**src/rtl/aba_pkg.sv**
```systemverilog
// ---------------------------------------------------------------------------
// aba_pkg -- shared definitions for the approximate borrow-chain subtractor.
//
// Contents:
//   WIDTH     : operand width (12, three 4-bit segments)
//   SEG_WIDTH : segment width (4)
//   seg_res_t : result of one 4-bit segment, {borrow, diff[3:0]}
// ---------------------------------------------------------------------------
package aba_pkg;

   localparam int WIDTH     = 12;
   localparam int SEG_WIDTH = 4;

   typedef struct packed {
      logic                 borrow;
      logic [SEG_WIDTH-1:0] diff;
   } seg_res_t;

endpackage : aba_pkg

```
**src/rtl/lsa4bit.sv**
```systemverilog
// ---------------------------------------------------------------------------
// lsa4bit -- 4-bit subtractor with lookahead borrow.
//
// Computes d = a - b - bin (mod 16) and the borrow out of bit 3.
//
// Ports:
//   bin  in   borrow into bit 0
//   a    in   minuend segment
//   b    in   subtrahend segment
//   d    out  difference segment
//   bout out  borrow out of bit 3 (1 when a < b + bin)
// ---------------------------------------------------------------------------
module lsa4bit (
   input  logic       bin,
   input  logic [3:0] a,
   input  logic [3:0] b,
   output logic [3:0] d,
   output logic       bout
);

   // Bit i generates a borrow when a=0,b=1 and passes an incoming
   // borrow along when a==b.
   logic [3:0] g;
   logic [3:0] p;
   logic [4:0] c;

   assign g = ~a & b;
   assign p = ~(a ^ b);

   // Every borrow is flattened to two levels so no ripple path remains.
   assign c[0] = bin;
   assign c[1] = g[0] | (p[0] & bin);
   assign c[2] = g[1] | (p[1] & g[0]) | (p[1] & p[0] & bin);
   assign c[3] = g[2] | (p[2] & g[1]) | (p[2] & p[1] & g[0])
               | (p[2] & p[1] & p[0] & bin);
   assign c[4] = g[3] | (p[3] & g[2]) | (p[3] & p[2] & g[1])
               | (p[3] & p[2] & p[1] & g[0])
               | (p[3] & p[2] & p[1] & p[0] & bin);

   assign d    = a ^ b ^ c[3:0];
   assign bout = c[4];

endmodule : lsa4bit

```
**src/rtl/aba_sub_pipe.sv**
```systemverilog
// ---------------------------------------------------------------------------
// aba_sub_pipe -- two-stage, valid/ready pipelined 12-bit subtractor with an
// approximated low nibble.
//
// Default build: d[3:0] = {4{a[3]}}, borrow into bit 4 = ~a[3] & b[3].
// With macro ABA_SUB_EXACT_LSB_EN defined, the low nibble is subtracted
// exactly and the whole result is a - b (mod 4096).
//
// Stage 1 resolves the low and middle nibbles; stage 2 resolves the high
// nibble and drives the outputs. Latency 2, throughput 1/cycle.
//
// Ports:
//   clk       in   clock, rising edge
//   rst_n     in   asynchronous active-low reset
//   in_valid  in   operand pair valid
//   in_ready  out  operand pair accepted this cycle
//   in_a      in   minuend, unsigned
//   in_b      in   subtrahend, unsigned
//   out_valid out  result valid
//   out_ready in   downstream accepts the result
//   out_d     out  difference, modulo 2^WIDTH
//   out_bout  out  borrow out of bit WIDTH-1
// ---------------------------------------------------------------------------
module aba_sub_pipe #(
   parameter int WIDTH     = 12,
   parameter int SEG_WIDTH = 4
) (
   input  logic             clk,
   input  logic             rst_n,
   input  logic             in_valid,
   output logic             in_ready,
   input  logic [WIDTH-1:0] in_a,
   input  logic [WIDTH-1:0] in_b,
   output logic             out_valid,
   input  logic             out_ready,
   output logic [WIDTH-1:0] out_d,
   output logic             out_bout
);

   import aba_pkg::*;

   localparam int S = SEG_WIDTH;

   logic             s1_valid;
   logic             s1_load;
   logic             s2_load;
   logic [2*S-1:0]   s1_d_lo;
   logic             s1_borrow8;
   logic [S-1:0]     s1_a_hi;
   logic [S-1:0]     s1_b_hi;

   seg_res_t         seg_lo;
   seg_res_t         seg_mid;
   seg_res_t         seg_hi;

   // ---------------- handshake ----------------
   // in_ready depends only on state and out_ready, never on in_valid.
   assign s2_load  = ~out_valid | out_ready;
   assign s1_load  = ~s1_valid | s2_load;
   assign in_ready = s1_load;

   // ---------------- stage 1 datapath ----------------
`ifdef ABA_SUB_EXACT_LSB_EN
   lsa4bit u_lsa_lo (
      .bin  (1'b0),
      .a    (in_a[S-1:0]),
      .b    (in_b[S-1:0]),
      .d    (seg_lo.diff),
      .bout (seg_lo.borrow)
   );
`else
   // Low nibble approximated from bit 3 alone; bits [2:0] are ignored.
   assign seg_lo.diff   = {S{in_a[S-1]}};
   assign seg_lo.borrow = ~in_a[S-1] & in_b[S-1];

   logic unused_lsb;
   assign unused_lsb = ^{in_a[S-2:0], in_b[S-2:0]};
`endif

   lsa4bit u_lsa_mid (
      .bin  (seg_lo.borrow),
      .a    (in_a[2*S-1:S]),
      .b    (in_b[2*S-1:S]),
      .d    (seg_mid.diff),
      .bout (seg_mid.borrow)
   );

   // NOTE: sequential state uses non-blocking assignments so every register
   // samples pre-edge values, independent of block ordering.
   always_ff @(posedge clk or negedge rst_n) begin
      if (!rst_n) begin
         s1_valid <= 1'b0;
      end else if (s1_load) begin
         s1_valid <= in_valid;
      end
   end

   // NOTE: stage-1 data registers carry no reset; s1_valid qualifies them,
   // so whatever they hold after reset is never observed.
   always_ff @(posedge clk) begin
      if (s1_load && in_valid) begin
         s1_d_lo    <= {seg_mid.diff, seg_lo.diff};
         s1_borrow8 <= seg_mid.borrow;
         s1_a_hi    <= in_a[3*S-1:2*S];
         s1_b_hi    <= in_b[3*S-1:2*S];
      end
   end

   // ---------------- stage 2 datapath ----------------
   lsa4bit u_lsa_hi (
      .bin  (s1_borrow8),
      .a    (s1_a_hi),
      .b    (s1_b_hi),
      .d    (seg_hi.diff),
      .bout (seg_hi.borrow)
   );

   // Outputs only move when stage 2 loads, so a stalled result holds.
   always_ff @(posedge clk or negedge rst_n) begin
      if (!rst_n) begin
         out_valid <= 1'b0;
         out_d     <= '0;
         out_bout  <= 1'b0;
      end else if (s2_load) begin
         out_valid <= s1_valid;
         if (s1_valid) begin
            out_d    <= {seg_hi.diff, s1_d_lo};
            out_bout <= seg_hi.borrow;
         end
      end
   end

endmodule : aba_sub_pipe

```
**config.mk**
```make
export PLATFORM = sky130hd
export DESIGN_NAME = aba_sub_pipe
export DESIGN_NICKNAME = d
export VERILOG_FILES = /design/src/rtl/aba_pkg.sv /design/src/rtl/lsa4bit.sv /design/src/rtl/aba_sub_pipe.sv
export SDC_FILE = /design/constraint.sdc
export NUM_CORES = 1
export LEC_CHECK = 0
export ABC_AREA = 1
export BUFFER_PORTS_ARGS = -buffer_cell sky130_fd_sc_hd__buf_2
export CORE_UTILIZATION = 30
export DETAILED_ROUTE_END_ITERATION = 12
export PLACE_DENSITY = 0.52
export RECOVER_POWER = 100
export SYNTH_ARGS = -nofsm -noshare
export SYNTH_HDL_FRONTEND = slang
export SYNTH_HIERARCHICAL = 1
export SYNTH_SLANG_ARGS = --single-unit
export TNS_END_PERCENT = 10
```
**constraint.sdc**
```tcl
create_clock -name clk -period 1.8 [get_ports clk]
set_clock_uncertainty 0.2 [all_clocks]
set_input_delay 0.18 -clock clk [delete_from_list [all_inputs] [get_ports clk]]
set_output_delay 0.18 -clock clk [all_outputs]
set_load 0.01 [all_outputs]
```
Yosys cells after proc, flatten, opt, wreduce, memory -nomap -nowiden
Cells that the tools add are included.

Add/sub/neg operators: 0. $mul: 0. Div/mod/pow operators: 0. Magnitude comparators: 0. Eq/ne operators: 0. Shifts and indexed selects: 0. Multiplexer cells: 0. Bitwise gates (word level): 68. Reduce and logical (&&, ||, !) cells: 2.

Operators by type and width (count): AND 1 bit (33); bitwise OR 1 bit (22); inverter 4 bit (4); XOR 4 bit (4); AND 4 bit (2); inverter 1 bit (3); AND reduction 2 bit (1); logical AND 1 bit (1).

Flip-flop bits (word level): 32. Latch bits: 0. RAM bits: 0. ROM bits: 0. Bits of input ports: 28. Output and inout port bits: 15. Word-level logic and storage cells: 78. Memories kept: 0.

Longest topological paths before layout
Word-level depth: 7. Mapped depth: 11. Mapped depth without buffers: 10.

Modules after synthesis
Netlist, hierarchy kept.

By module, submodules not included: aba_sub_pipe (instances 1, cells an instance 72, area an instance 938.4 um^2, sequential area each 720.7 um^2); lsa4bit (instances 2, cells an instance 39, area an instance 250.2 um^2, sequential area each 0.0 um^2).

Worst setup path after synthesis
OpenSTA, ideal clock, no wires.

Path kind: register to register. Start point: register out_valid. End point: register s1_a_hi[0], enable pin. Setup time: 0.354 ns. Arrival time: 0.983 ns. Data required time: 1.246 ns. Path slack: 0.263 ns. Stages on the path, launching flop included: 4. Buffers on the path: 0. Clock period less this slack: 1.537 ns. Path through: dfrtp_1 > nand3_1 > nand2_1 > inv_1.

Cells in the longest elaborated chain, start to end: 4.

Ends and longest elaborated chain: from (decl) (line aba_sub_pipe.sv:34) `output logic out_valid,`; from (signal assigned) (line aba_sub_pipe.sv:125) `out_valid <= s1_valid;`; inverter 1 bit (line aba_sub_pipe.sv:58) `assign s2_load = ~out_valid | out_ready;`; bitwise OR 1 bit (line aba_sub_pipe.sv:58); bitwise OR 1 bit (line aba_sub_pipe.sv:59) `assign s1_load = ~s1_valid | s2_load;`; net in_ready (line aba_sub_pipe.sv:31) `output logic in_ready,`; logical AND 1 bit (line aba_sub_pipe.sv:101) `if (s1_load && in_valid) begin`; to (signal assigned) (line aba_sub_pipe.sv:104) `s1_a_hi <= in_a[3*S-1:2*S];`; to (decl) (line aba_sub_pipe.sv:49) `logic [S-1:0] s1_a_hi;`.

The timed path passes the listed nets, and every way through them passes these cells. A chain may end at the register's enable or synchronous reset.

==> results summary <==
The critical path capture point type is a flip-flop. The number of nets with antenna violations after routing is 0. The overall power after layout came out at 0.00168 W. Detailed placement finished with a half-perimeter wire length of 1.80 mm. The number of optimization iterations in the first detailed-route pass came out at 8. sky130_fd_sc_hd__nand2_1 is the most common cell in the netlist. The count of max-cap constraint violations came out at 0.

The final period demand of the worst path is 1700 ps. IR analysis of the VDD net gives a maximum drop of 0.000362 V. Among all stages on the critical path, the largest delay is contributed by sky130_fd_sc_hd__dlygate4sd3_1.

For this run, the leading register cell type out of synthesis is sky130_fd_sc_hd__edfxtp_1. The share of post-route cells with drive strength above 1 came out at 0.153. The CTS tree is yes. The number of hold buffers added after CTS was 11. After detailed routing, the total wire length is 2.50 mm.

The flow ran to the end, but the final reports show violations. The H-tree depth is 1. The number of antenna violations at the first check in global routing came out at 0. After clock tree synthesis, the clock-pin slew on the worst setup and hold paths is 90 ps. Synthesis produced a netlist whose cell count is 150. The fraction of registers with async set/reset came out at 0.462. STA classifies the critical path startpoint as an input pin. The data arrival time of the critical path came out at 1520 ps. The number of fillers in the final layout is 464.

The first global-routing pass estimated 4.40 mm of wire. During placement, the flow inserted port buffers numbering 36. The analysis attributes to cell leakage a power of 0.888 nW. Yosys mapped a number of flops with a built-in enable equal to 14.

The final weighted congestion in routability-driven placement is 0.736. In the post-synthesis netlist, the biggest area contributors are sky130_fd_sc_hd__edfxtp_1, sky130_fd_sc_hd__dfrtp_1, sky130_fd_sc_hd__nand2_1. The number of register bits inferred by synthesis is 26. 0 antenna diodes ended up in the layout.

The min-delay analysis places its worst path in the category input pin to flip-flop. The buffers inserted during post-CTS setup optimization is 0. Each instance of the synthesized netlist takes up on average 9.59 um2. The kind of cell with the highest combined delay along the critical path is buffers and inverters. The synthesis warning total came out at 6. The final reports fail on design-rule violations.

The number of global-route vias before repair is 1012. The area taken by flip-flops and latches is 721 um2. Setup repair after global routing left no endpoint under its margin. For this run the aggregate overflow at the end of global routing stands at 0. The cell area that synthesis handed to floorplanning was 0.00144 mm2. The area share of the leading cell type in the synthesized netlist came out at 0.292. The number of nets in the finished design is 237. The number of buffer and inverter stages on the critical path is 3. The total routing usage reported by global routing came out at 0.112. For the final routed database, the setup TNS stands at 0 ps. The biggest area contributor in the post-synthesis netlist is sky130_fd_sc_hd__edfxtp_1. During I/O placement, the number of pins put on the boundary was 43. The die area came out at 0.00508 mm2. The post-route clock period utilization is 0.944. The growth of design area from synthesis to finish is 22.8%. The commonest cells after synthesis are sky130_fd_sc_hd__nand2_1, sky130_fd_sc_hd__inv_1, sky130_fd_sc_hd__nand3_1, sky130_fd_sc_hd__edfxtp_1, sky130_fd_sc_hd__dfrtp_1.

Synthesis produced a netlist with a net count of 190. The maximum operating frequency is 0.588 GHz. The total area of multi-input combinational cells is 536 um2. The maximum cell stage delay along the critical path came out at 530 ps. The via density per instance is 4.35. The pin count of the biggest net entering global routing came out at 16. The routed wire length per instance is 10.1 um. The placement row count is 24. The final standard cell utilization of the core is 0.395. In this run the tightest slew margin relative to its limit is 0.572. The distinct cell type count after synthesis came out at 16. The final-report hold violation count is 0. The max-slew violation count is 0.

The detailed router finished its first iteration with 64 violations. The worst-path maximum fanout is 2. After floorplanning, the core was sized to cover 0.00447 mm2.

The total of endpoints with negative setup slack in the final report is 0. TritonCTS created 3 clock buffers. The routed layout has 1079 vias. The clock network latency to the later pin of the worst-skew pair came out at 270 ps. The die width came out at 71.3 um.

The critical path goes through dlygate4sd3_1 > clkbuf_1 > nor2_1 > inv_1 > fa_1 > xor2_1. The slew at the pin with the worst max-slew slack came out at 642 ps. The number of sinks driven by the clock tree came out at 26. The power per cell area came out at 950 mW/mm2. After detailed routing, the number of remaining DRC violations is 2. The critical path in this run is classified as input pin to flip-flop. The number of buffers on the longest clock path came out at 2.

The die is 71.3 um tall. The clock tree root buffer cell is sky130_fd_sc_hd__clkbuf_8. The data required time at the worst endpoint came out at 1620 ps.

The initial core utilization is 0.322. The share of the yosys chip area belonging to registers came out at 0.501. The post-cts resize count came out at 0.
## worst paths after layout
path,startpoint,to,slack [ps],cells after the start
min,out_ready,s1_valid$_DFFE_PN0P_,30,4
min reg2reg,out_d[11]$_DFFE_PN0P_,out_d[11]$_DFFE_PN0P_,280,2
max reg2reg,s1_b_hi[1]$_DFFE_PP_,out_d[10]$_DFFE_PN0P_,180,6
max in group asynchronous,rst_n,out_d[3]$_DFFE_PN0P_,760,2
min in group asynchronous,rst_n,out_d[11]$_DFFE_PN0P_,230,2
max,in_a[3],s1_d_lo[5]$_DFFE_PP_,100,6
## worst reg2reg max path: cells and delay by family (launching register included)
kind                     cells  cell delay [ps]
flip-flops                   1              380
adder cells (fa/ha/maj)      1              430
AND/OR/NAND/NOR              4              390
XOR/XNOR                     1              160
## flip-flops by register name, summed over array words and instances (netlist names)
register    count
out_bout        1
out_d           9
out_valid       1
s1_a_hi         4
s1_b_hi         4
s1_borrow8      1
s1_d_lo         5
s1_valid        1
## layer usage
| metal | vias to the layer above | wire length [um] | global-route usage |
|---|---|---|---|
| met5 | - | 0 | 0 |
| met4 | 0 | 43 | 0.0533 |
| met3 | 4 | 127 | 0.0239 |
| met2 | 29 | 1050 | 0.182 |
| met1 | 480 | 1280 | 0.141 |
| li1 | 566 | - | - |
## per-stage QoR
stage	setup WS, ps	instances	hold WS, ps	cell area, um2
finish	101	248	34.0	1770
global route	50.4	248	72.9	1770
CTS	86.1	248	34.0	1810
detailed placement	205	233	-125	1640
global placement	228	233	-128	1640
floorplan	263	150	-316	1440
## layout make-up
class                   instances  area share
flip-flops and latches         26       0.408
multi-input cells              91       0.303
repair buffers                 50       0.161
inverters                      25      0.0531
clock buffers                   4      0.0375
well taps                      52      0.0368
## kinds of logic after synthesis
logic type	synth area share
adder cells (fa/ha/maj)	0.115
AND/OR/NAND/NOR	0.238
flip-flops	0.501
XOR/XNOR	0.0243
AO/OA/AOI/OAI	0.00696
buffers and inverters	0.115
## power breakdown
part / total [W] / internal (W) / switching [W]
sequential: 0.000808 / 0.000748 / 0.0000603
clock: 0.000430 / 0.000242 / 0.000188
combinational: 0.000441 / 0.000172 / 0.000269
total: 0.00168 / 0.00116 / 0.000517
## cells in the final DEF, fill, tap and decap left out, drive strengths merged, types with 6 or more instances in the layout
cell type,synthesis,routed
nand3,19,19
ha,10,10
buf,8,20
edfxtp,14,14
nand2,43,43
inv,25,25
dlygate4sd3,0,11
nand4,6,6
dfrtp,12,12
clkbuf,0,23
Power figures use the tool's default switching activity.
